File: config.mk
export PLATFORM = sky130hd
export DESIGN_NAME = frame_pad_source
export DESIGN_NICKNAME = d
export VERILOG_FILES = /design/src/rtl/frame_pad_source_pkg.sv /design/src/rtl/frame_pad_source_fifo.sv /design/src/rtl/frame_pad_source.sv
export SDC_FILE = /design/constraint.sdc
export NUM_CORES = 1
export LEC_CHECK = 0
export ABC_AREA = 1
export CAP_MARGIN = 20
export CORE_ASPECT_RATIO = 0.8
export CORE_MARGIN = 5
export CORE_UTILIZATION = 59
export DETAILED_ROUTE_END_ITERATION = 7
export PLACE_DENSITY = 0.77
export SLEW_MARGIN = 20
export SYNTH_ARGS = -nofsm -noshare
export SYNTH_HDL_FRONTEND = slang
export SYNTH_SLANG_ARGS = --single-unit
File: constraint.sdc
create_clock -name clock -period 2.5 [get_ports clock]
set_clock_uncertainty 0.05 [all_clocks]
set_input_delay 0.75 -clock clock [delete_from_list [all_inputs] [get_ports clock]]
set_output_delay 0.75 -clock clock [all_outputs]
set_load 0.03 [all_outputs]
File: src/rtl/frame_pad_source_pkg.sv
// Shared video package for the frame padding source.
// Holds the raster geometry, counter width, input buffer depth and the
// FSM state encoding used by frame_pad_source.
package frame_pad_source_pkg;

  localparam int unsigned TOTAL_COLS  = 1201;
  localparam int unsigned TOTAL_ROWS  = 1201;
  localparam int unsigned ACTIVE_COLS = 800;
  localparam int unsigned ACTIVE_ROWS = 600;
  localparam int unsigned FIFO_DEPTH  = 4;
  localparam int unsigned PIXEL_W     = 8;
  localparam int unsigned CNT_W       = 13;

  typedef logic [CNT_W-1:0]   cnt_t;
  typedef logic [PIXEL_W-1:0] pixel_t;

  typedef enum logic {
    ST_IDLE = 1'b0,
    ST_RUN  = 1'b1
  } state_t;

  // True when (row, col) lies inside the active window; full-width compare.
  function automatic logic in_window(input cnt_t row, input cnt_t col,
                                     input cnt_t act_rows, input cnt_t act_cols);
    return (row < act_rows) && (col < act_cols);
  endfunction

endpackage

File: src/rtl/frame_pad_source_fifo.sv
// pixel_fifo: small synchronous FIFO buffering compact input pixels.
// No write-to-read bypass: data written at an edge is visible at rd_data
// only after that edge. DEPTH must be a power of two (pointers wrap freely).
// Ports:
//   clock, reset        rising-edge clock, synchronous active-high reset
//   wr_en, wr_data      write strobe/data (ignored while full)
//   rd_en               pop strobe (ignored while empty)
//   rd_data             current head entry
//   full, empty, count  registered occupancy status
module pixel_fifo #(
  parameter int unsigned DEPTH = 4,
  parameter int unsigned WIDTH = 8
) (
  input  logic                     clock,
  input  logic                     reset,
  input  logic                     wr_en,
  input  logic [WIDTH-1:0]         wr_data,
  input  logic                     rd_en,
  output logic [WIDTH-1:0]         rd_data,
  output logic                     full,
  output logic                     empty,
  output logic [$clog2(DEPTH):0]   count
);

  localparam int unsigned AW = $clog2(DEPTH);
  localparam logic [AW:0] FULL_OCC = (AW+1)'(DEPTH);

  logic [WIDTH-1:0] mem [DEPTH];
  logic [AW-1:0]    wr_ptr;
  logic [AW-1:0]    rd_ptr;
  logic [AW:0]      occ;
  logic             do_wr;
  logic             do_rd;

  assign full  = (occ == FULL_OCC);
  assign empty = (occ == '0);
  assign count = occ;

  assign do_wr = wr_en && !full;
  assign do_rd = rd_en && !empty;

  assign rd_data = mem[rd_ptr];

  always_ff @(posedge clock) begin
    if (do_wr) begin
      mem[wr_ptr] <= wr_data;
    end
  end

  always_ff @(posedge clock) begin
    if (reset) begin
      wr_ptr <= '0;
      rd_ptr <= '0;
      occ    <= '0;
    end else begin
      if (do_wr) begin
        wr_ptr <= wr_ptr + 1'b1;
      end
      if (do_rd) begin
        rd_ptr <= rd_ptr + 1'b1;
      end
      // Simultaneous read and write leaves occupancy unchanged; a read
      // while full frees its slot only from the next cycle on.
      case ({do_wr, do_rd})
        2'b10:   occ <= occ + 1'b1;
        2'b01:   occ <= occ - 1'b1;
        default: occ <= occ;
      endcase
    end
  end

endmodule

File: src/rtl/frame_pad_source.sv
// frame_pad_source: expands a compact ACTIVE_COLS x ACTIVE_ROWS pixel
// stream into a full TOTAL_COLS x TOTAL_ROWS raster, inserting 0-valued
// blanking pixels outside the active window.
// Ports:
//   clock, reset          rising-edge clock, synchronous active-high reset
//   in_pixel/in_valid     compact active pixels in raster order
//   in_ready              input accepted this cycle (buffer not full)
//   out_pixel/out_valid   padded raster beat
//   out_ready             downstream accepts the beat
//   out_active            beat lies in the active window
//   out_sof               beat is row 0, col 0
//   out_eol               beat is the last column of a line
module frame_pad_source #(
  parameter int unsigned TOTAL_COLS  = frame_pad_source_pkg::TOTAL_COLS,
  parameter int unsigned TOTAL_ROWS  = frame_pad_source_pkg::TOTAL_ROWS,
  parameter int unsigned ACTIVE_COLS = frame_pad_source_pkg::ACTIVE_COLS,
  parameter int unsigned ACTIVE_ROWS = frame_pad_source_pkg::ACTIVE_ROWS,
  parameter int unsigned FIFO_DEPTH  = frame_pad_source_pkg::FIFO_DEPTH
) (
  input  logic       clock,
  input  logic       reset,
  input  logic [7:0] in_pixel,
  input  logic       in_valid,
  output logic       in_ready,
  output logic [7:0] out_pixel,
  output logic       out_valid,
  input  logic       out_ready,
  output logic       out_active,
  output logic       out_sof,
  output logic       out_eol
);

  import frame_pad_source_pkg::*;

  localparam int unsigned AW = $clog2(FIFO_DEPTH);

  localparam cnt_t LAST_COL = cnt_t'(TOTAL_COLS - 1);
  localparam cnt_t LAST_ROW = cnt_t'(TOTAL_ROWS - 1);
  localparam cnt_t ACT_COLS = cnt_t'(ACTIVE_COLS);
  localparam cnt_t ACT_ROWS = cnt_t'(ACTIVE_ROWS);

  state_t      state;
  state_t      state_next;
  cnt_t        row;
  cnt_t        col;
  logic        active_beat;
  logic        out_fire;
  logic        pop;

  logic        fifo_wr;
  logic [7:0]  fifo_head;
  logic        fifo_full;
  logic        fifo_empty;
  logic [AW:0] fifo_count;

  assign in_ready = !fifo_full;
  assign fifo_wr  = in_valid && in_ready;

  pixel_fifo #(
    .DEPTH (FIFO_DEPTH),
    .WIDTH (8)
  ) u_fifo (
    .clock   (clock),
    .reset   (reset),
    .wr_en   (fifo_wr),
    .wr_data (in_pixel),
    .rd_en   (pop),
    .rd_data (fifo_head),
    .full    (fifo_full),
    .empty   (fifo_empty),
    .count   (fifo_count)
  );

  assign active_beat = in_window(row, col, ACT_ROWS, ACT_COLS);

  always_ff @(posedge clock) begin
    if (reset) begin
      state <= ST_IDLE;
    end else begin
      state <= state_next;
    end
  end

  always_comb begin
    state_next = state;
    out_valid  = 1'b0;
    out_pixel  = '0;
    out_active = 1'b0;
    pop        = 1'b0;
    case (state)
      ST_IDLE: begin
        if (fifo_count != '0) begin
          state_next = ST_RUN;
        end
      end
      ST_RUN: begin
        if (active_beat) begin
          // Underflow stalls the raster: no beat until a pixel arrives.
          out_valid = !fifo_empty;
          if (!fifo_empty) begin
            out_pixel  = fifo_head;
            out_active = 1'b1;
            pop        = out_ready;
          end
        end else begin
          out_valid = 1'b1;
        end
      end
      default: state_next = ST_IDLE;
    endcase
  end

  assign out_fire = out_valid && out_ready;

  // Counters move only on an output transfer, so every marker and pixel
  // stays stable while downstream holds off.
  always_ff @(posedge clock) begin
    if (reset) begin
      row <= '0;
      col <= '0;
    end else if (out_fire) begin
      if (col == LAST_COL) begin
        col <= '0;
        if (row == LAST_ROW) begin
          row <= '0;
        end else begin
          row <= row + 1'b1;
        end
      end else begin
        col <= col + 1'b1;
      end
    end
  end

  assign out_sof = out_valid && (row == '0) && (col == '0);
  assign out_eol = out_valid && (col == LAST_COL);

endmodule

==> results of run 1 <==
## power breakdown
group | switching (µW) | internal [µW]
combinational | 228 | 138
sequential | 26.1 | 1200
clock | 436 | 665
## how the worst max path moves through the flow
stage          startpoint         endpoint  slack (ps)  cells after the start
6_report          row[11]     out_pixel[5]         -50                      7
5_1_grt           col[11]        out_valid        -110                      8
4_1_cts            row[5]          out_sof           6                      7
3_5_place_dp    out_ready  u_fifo.count[2]        -220                     10
3_3_place_gp    out_ready  u_fifo.count[2]        -190                     10
2_1_floorplan        flop     out_pixel[5]         160                      6
## cells by family (layout without fill, tap and decap cells)
family                     after synthesis  in the layout  share of synthesized area (%)
and+or+nand+nor                        236            236                           29.3
buffers and inverters                   69            124                           7.93
DFF                                     68             68                           45.9
AOI/OAI and AO/OA                       62             62                           9.61
xor gates and xnor gates                15             15                           3.59
adders and majority gates               10             10                           3.62
## metal layers
layer / vias up / wire length [µm]
li1: 1605 / -
met1: 1551 / 3980
met2: 113 / 4480
met3: 12 / 549
met4: 0 / 109
met5: - / 0
## stage by stage
stage / total power, µW / hold slack (ps) / std cells / worst slack [ps]
global route: 2790 / 469 / 596 / -114
floorplan: 1440 / 403 / 460 / 164
detailed placement: 1550 / 442 / 570 / -220
global placement: 1540 / 425 / 570 / -188
finish: 2690 / 456 / 596 / -47.1
CTS: 2650 / 452 / 588 / 6.36
## repair_timing
action                     CTS  global route
pin swaps                    4             5
resized for setup           26            45
setup endpoints to repair   10            13
setup buffers                2             8
## sequential cells by signal, summed over array words and instances, names as in the netlist, named ones only
register       flops
state              1
row               13
u_fifo.rd_ptr      2
u_fifo.wr_ptr      2
col               13
u_fifo.mem        32
u_fifo.count       3
## worst min-delay path: stages (launching register included)
cell and delay [ps]:
sky130_fd_sc_hd__dfxtp_2 360, sky130_fd_sc_hd__nand2_2 70, sky130_fd_sc_hd__a21oi_2 40
## synth_stat cells, types with 3 or more instances
cell / count / share of area, %
sky130_fd_sc_hd__nor3_1: 6 / 0.82
sky130_fd_sc_hd__nand4_1: 13 / 2.2
sky130_fd_sc_hd__edfxtp_1: 32 / 26
sky130_fd_sc_hd__nor2_2: 4 / 0.68
sky130_fd_sc_hd__dfxtp_1: 36 / 20
sky130_fd_sc_hd__nor2_1: 81 / 8.3
sky130_fd_sc_hd__o21ai_0: 25 / 3.4
sky130_fd_sc_hd__clkbuf_1: 9 / 0.92
sky130_fd_sc_hd__nand2_1: 77 / 7.9
sky130_fd_sc_hd__a21oi_1: 26 / 3.6
sky130_fd_sc_hd__a21oi_2: 11 / 2.6
sky130_fd_sc_hd__inv_1: 54 / 5.5
sky130_fd_sc_hd__xor2_1: 11 / 2.6
sky130_fd_sc_hd__nand3_1: 32 / 4.4
sky130_fd_sc_hd__xnor2_1: 4 / 0.96
sky130_fd_sc_hd__ha_1: 9 / 3.1
sky130_fd_sc_hd__nand2_2: 13 / 2.2
sky130_fd_sc_hd__buf_2: 3 / 0.41
## final cells by class
| cell class | count | area [µm²] |
|---|---|---|
| Timing Repair Buffer | 54 | 478 |
| Tap cell | 81 | 101 |
| Sequential cell | 68 | 1720 |
| Clock buffer | 10 | 128 |
| Multi-Input combinational cell | 323 | 1830 |
| Inverter | 54 | 211 |
| Fill cell | 417 | 1390 |
| Clock inverter | 6 | 113 |
==> impl_metrics.json, run 1 <==
{
  "outcome": "complete, but fails checks",
  "failing_checks": "setup timing",
  "die_y_um": 80.4,
  "worstMarginPinSlew_ps": 519,
  "antenna_violations_before_repair": 0,
  "detail-route-antenna-nets": 0,
  "globalRouteMet1Util_pct": 29.4,
  "yosysSeqAreaShare_pct": 45.9,
  "syn-cell-area_um2": 3660,
  "commonest_cells_after_routing_fill_and_taps_aside": "sky130_fd_sc_hd__nor2_1, sky130_fd_sc_hd__nand2_1, sky130_fd_sc_hd__inv_1, sky130_fd_sc_hd__buf_4, sky130_fd_sc_hd__edfxtp_1",
  "period_share_pct": 102,
  "cp_data_arrival_time_ps": 1750,
  "worstSkewPairLatency_ps": 350,
  "synth_seq_cells": 68,
  "finish.net_count": 532,
  "cts_tree": "built",
  "worstRegToRegCells": 12,
  "gpl.final_weighted_congestion": 0.896,
  "area_growth_pct": 25.2,
  "i_o_pins": 25,
  "initial_core_util_pct": 61.3,
  "hpwl_mm": 5.74,
  "first_global_vias": 3127,
  "cts_htree_levels": 3,
  "cell_area_after_placement_um2": 4040,
  "hold_path.startpoint": "col[12]",
  "placement.io_buffers": 24,
  "min_delay_path_depth": 2,
  "start_kind": "flop",
  "placement_rows": 25,
  "most_common_cell_after_layout_fill_and_taps_aside": "sky130_fd_sc_hd__nor2_1",
  "ys_warn_count": 0,
  "tns_ps": -315,
  "regToRegStartpoint": "row[11]",
  "crit_slowest_cell": "sky130_fd_sc_hd__dfxtp_2",
  "num_antenna_cells": 0,
  "worstHoldEndpoint": "col[12]",
  "ctsRootBufferMaster": "sky130_fd_sc_hd__clkbuf_8",
  "regToRegEndpoint": "u_fifo.count[2]",
  "power.leakage_uw": 0.00183,
  "cpMostUsedCell": "sky130_fd_sc_hd__nor2_4",
  "required_time_of_the_critical_path_ps": 1700,
  "number_of_hold_buffers_added_after_cts": 0,
  "tritoncts.num_buffers": 9,
  "slew_headroom_pct": 65.0,
  "final-hold-violation-count": 0,
  "synth.net_count": 482,
  "reg2reg_setup_slack_ps": 180,
  "holdCritPathClass": "reg2reg",
  "drt_pass1_iterations": 5,
  "cell_family_with_most_cp_delay": "simple AND/OR/NAND/NOR gates",
  "routed_via_density": 5.51,
  "synthDistinctLibCells": 29,
  "finalMaxSlewViolations": 0,
  "route.detailed.drc": 0,
  "initialDrtViolationCount": 212,
  "post-route-util_pct": 76.7,
  "synth.avg_cell_area_um2": 7.96,
  "grt_setup_unrepaired": "true",
  "floorplan.die.width_um": 98.1,
  "min_period_ps": 2550,
  "synth_flop_cell": "sky130_fd_sc_hd__dfxtp_1",
  "cts.sinks": 68,
  "maxCapViolCount": 0,
  "report.final.setup_viol": 11,
  "post-route-worst-setup-slack_ps": -47.1,
  "critical_path_peak_fanout": 8,
  "timing.critical_path.cells": "nor2_4, nand3_2, nor2_4, nand4_4, buf_12, a21oi_2, buf_6",
  "drive_above_1_share_pct": 26.2,
  "vias": 3281,
  "wirelength_mm": 9.12,
  "floorplan.core_area_um2": 5970,
  "post_route_design_area_um2": 4580,
  "gr-usage-met3_pct": 6.34,
  "crit_buf_inv": 2,
  "power_per_cell_area_nw_per_um2": 588,
  "ir_worst_vdd_mv": 0.405,
  "grtUsageMet2_pct": 39.7,
  "grt_use_total_pct": 23.4,
  "timing.fmax_mhz": 393,
  "number_of_flops_mapped_to_enable_cells_by_yosys": 32,
  "routedWlPerCell_um": 15.3,
  "cpPeakStageDelay_ps": 350,
  "grt_overflow_total": 0,
  "worst_setup_hold_path_clk_slew_ps": 70,
  "die_area_um2": 7890,
  "synthCells": 460,
  "grt_start_max_net_pins": 19,
  "grt_pass1_wl_mm": 14.6,
  "clock_tree.buffer_depth": 2,
  "postSynth.asyncResetShare_pct": 0,
  "timing.setup.critical_path_class": "reg2out",
  "global_route_layer_with_the_greatest_usage": "met2",
  "worst_setup_path_end_kind": "output pin"
}
Note: power is estimated with default switching activity, not from simulation.
==> inputs of run 2 (changes only) <==
--- a/config.mk
+++ b/config.mk
@@ -7,11 +7,13 @@
 export LEC_CHECK = 0
 export ABC_AREA = 1
 export CAP_MARGIN = 20
+export CELL_PAD_IN_SITES_DETAIL_PLACEMENT = 1
+export CELL_PAD_IN_SITES_GLOBAL_PLACEMENT = 1
 export CORE_ASPECT_RATIO = 0.8
 export CORE_MARGIN = 5
-export CORE_UTILIZATION = 59
+export CORE_UTILIZATION = 44
 export DETAILED_ROUTE_END_ITERATION = 7
-export PLACE_DENSITY = 0.77
+export PLACE_DENSITY = 0.86
 export SLEW_MARGIN = 20
 export SYNTH_ARGS = -nofsm -noshare
 export SYNTH_HDL_FRONTEND = slang
==> run 2 against run 1 <==
Routed wire length rose by 43%. Design area rose by 1.7%. The flow still finishes with violations (setup timing). Total power fell by 1.3%. Via count rose by 9.1%. Final cell count rose by 5.7%.
==> impl_metrics.json, run 2 (synthesis results as in run 1) <==
{
  "antenna_violations_before_repair": 0,
  "max_flop_register": "u_fifo.mem",
  "finalMaxSlewViolations": 0,
  "grt_use_total_pct": 23.0,
  "min_period_ps": 2670,
  "worstSkewPairLatency_ps": 360,
  "worst_setup_path_end_kind": "output pin",
  "failing_checks": "setup timing",
  "most_common_cell_after_layout_fill_and_taps_aside": "sky130_fd_sc_hd__nor2_1",
  "worst_setup_hold_path_clk_slew_ps": 80,
  "worstRegToRegCells": 14,
  "gpl.final_weighted_congestion": 0.852,
  "maxCapViolCount": 0,
  "die_y_um": 91.6,
  "gr-usage-met3_pct": 5.12,
  "worstHoldEndpoint": "row[1]",
  "outcome": "complete, but fails checks",
  "final_cells": 630,
  "reg2reg_setup_slack_ps": -140,
  "min_delay_path_depth": 2,
  "dpl.cell_count": 599,
  "drive_above_1_share_pct": 27.6,
  "grt_start_max_net_pins": 19,
  "cpPeakStageDelay_ps": 380,
  "crit_buf_inv": 2,
  "globalRouteMet1Util_pct": 30.7,
  "tritoncts.num_buffers": 9,
  "holdCritPathClass": "reg2reg",
  "routed_via_density": 5.68,
  "cp_data_arrival_time_ps": 1870,
  "wirelength_mm": 13.1,
  "number_of_hold_buffers_added_after_cts": 0,
  "grtUsageMet2_pct": 37.9,
  "placement.io_buffers": 24,
  "cpMostUsedCell": "sky130_fd_sc_hd__nor2_4",
  "period_share_pct": 107,
  "final-hold-violation-count": 0,
  "num_antenna_cells": 0,
  "finish.net_count": 539,
  "cts.sinks": 68,
  "cell_area_after_placement_um2": 4090,
  "grt_overflow_total": 0,
  "area_growth_pct": 27.3,
  "cts_tree": "built",
  "hold_path.startpoint": "row[1]",
  "ir_worst_vdd_mv": 0.322,
  "initialDrtViolationCount": 297,
  "detail-route-antenna-nets": 0,
  "required_time_of_the_critical_path_ps": 1700,
  "i_o_pins": 25,
  "pre_cts_slack_ps": -190,
  "first_global_vias": 3457,
  "start_kind": "flop",
  "power.leakage_uw": 0.00188,
  "clock_tree.buffer_depth": 2,
  "largest_reg_flops": 32,
  "vias": 3579,
  "crit_slowest_cell": "sky130_fd_sc_hd__dfxtp_2",
  "top_regs": "u_fifo.mem (32), col (13), row (13)",
  "post_route_design_area_um2": 4660,
  "placement_rows": 29,
  "global_route_layer_with_the_greatest_usage": "met2",
  "power_per_cell_area_nw_per_um2": 571,
  "hpwl_mm": 7.21,
  "timing.critical_path.cells": "nor2_4, nand3_4, nor2_4, nand4_4, buf_8, a21oi_2, buf_4",
  "worstMarginPinSlew_ps": 549,
  "regToRegEndpoint": "u_fifo.count[2]",
  "commonest_cells_after_routing_fill_and_taps_aside": "sky130_fd_sc_hd__nor2_1, sky130_fd_sc_hd__nand2_1, sky130_fd_sc_hd__inv_1, sky130_fd_sc_hd__buf_4, sky130_fd_sc_hd__edfxtp_1",
  "drt_pass1_iterations": 5,
  "route.detailed.drc": 0,
  "hold_ws_ps": 453,
  "floorplan.core_area_um2": 8020,
  "cts_htree_levels": 3,
  "tns_ps": -1550,
  "floorplan.die.width_um": 112,
  "timing.setup.critical_path_class": "reg2out",
  "post-route-worst-setup-slack_ps": -168,
  "timing.fmax_mhz": 375,
  "die_area_um2": 10300,
  "regToRegStartpoint": "row[10]",
  "routedWlPerCell_um": 20.8,
  "report.final.setup_viol": 14,
  "slew_headroom_pct": 63.2,
  "cell_family_with_most_cp_delay": "simple AND/OR/NAND/NOR gates",
  "grt_setup_unrepaired": "true",
  "ctsRootBufferMaster": "sky130_fd_sc_hd__clkbuf_8",
  "initial_core_util_pct": 45.6,
  "critical_path_peak_fanout": 8,
  "grt_pass1_wl_mm": 18.6
}
[run 2: changes by cell type in the layout (fill, tap and decap cells not counted), sizes merged]
cell      previous run  this run
buf                 42        49
bufinv               3         2
clkbuf              10         9
clkinv               3         4
clkinvlp             1         0
inv                 53        55
[run 2: power breakdown]
part	total (µW)	internal [µW]	switching [µW]
clock network	1030	567	464
logic	401	145	256
registers	1230	1200	27.9
total	2660	1910	748
[run 2: final cells by class]
class / instances / area (µm²)
Clock inverter: 7 / 98.8
Fill cell: 969 / 3360
Multi-Input combinational cell: 323 / 1850
Inverter: 54 / 203
Timing Repair Buffer: 61 / 529
Sequential cell: 68 / 1720
Clock buffer: 9 / 124
Tap cell: 108 / 135
[run 2: tightest hold or removal path, cell delays in order, from the launching register on]
cell and delay [ps]:
sky130_fd_sc_hd__dfxtp_2 340, sky130_fd_sc_hd__nand3_1 80, sky130_fd_sc_hd__nand2_1 50
[run 2: per-stage QoR]
step / power, µW / utilization [%]
4_1_cts: 2590 / 55.8
2_1_floorplan: 1440 / -
3_5_place_dp: 1570 / 51.0
6_report: 2660 / 58.1
3_3_place_gp: 1550 / 51.0
5_1_grt: 2740 / 58.1
[run 2: worst max-delay path by stage]
stage | startpoint | endpoint | slack, ps | cells after the start
6_report | row[10] | out_pixel[2] | -170 | 7
5_1_grt | col[8] | out_sof | -260 | 4
4_1_cts | col[11] | out_pixel[5] | 0.7 | 7
3_5_place_dp | out_ready | u_fifo.count[2] | -190 | 10
3_3_place_gp | out_ready | u_fifo.count[2] | -140 | 10
2_1_floorplan | flop | out_pixel[5] | 160 | 6
[run 2: what timing repair did]
| action | 4_1_cts | 5_1_grt |
|---|---|---|
| pin swaps | 9 | 6 |
| gates resized for setup | 35 | 40 |
| setup endpoints to repair | 12 | 13 |
| buffers inserted | 8 | 7 |
[run 2: routing by layer]
metal / share of wire, % / wire [µm]
met4: 3.2 / 420
met2: 48 / 6330
met1: 42 / 5460
met5: 0 / 0
met3: 6.7 / 874
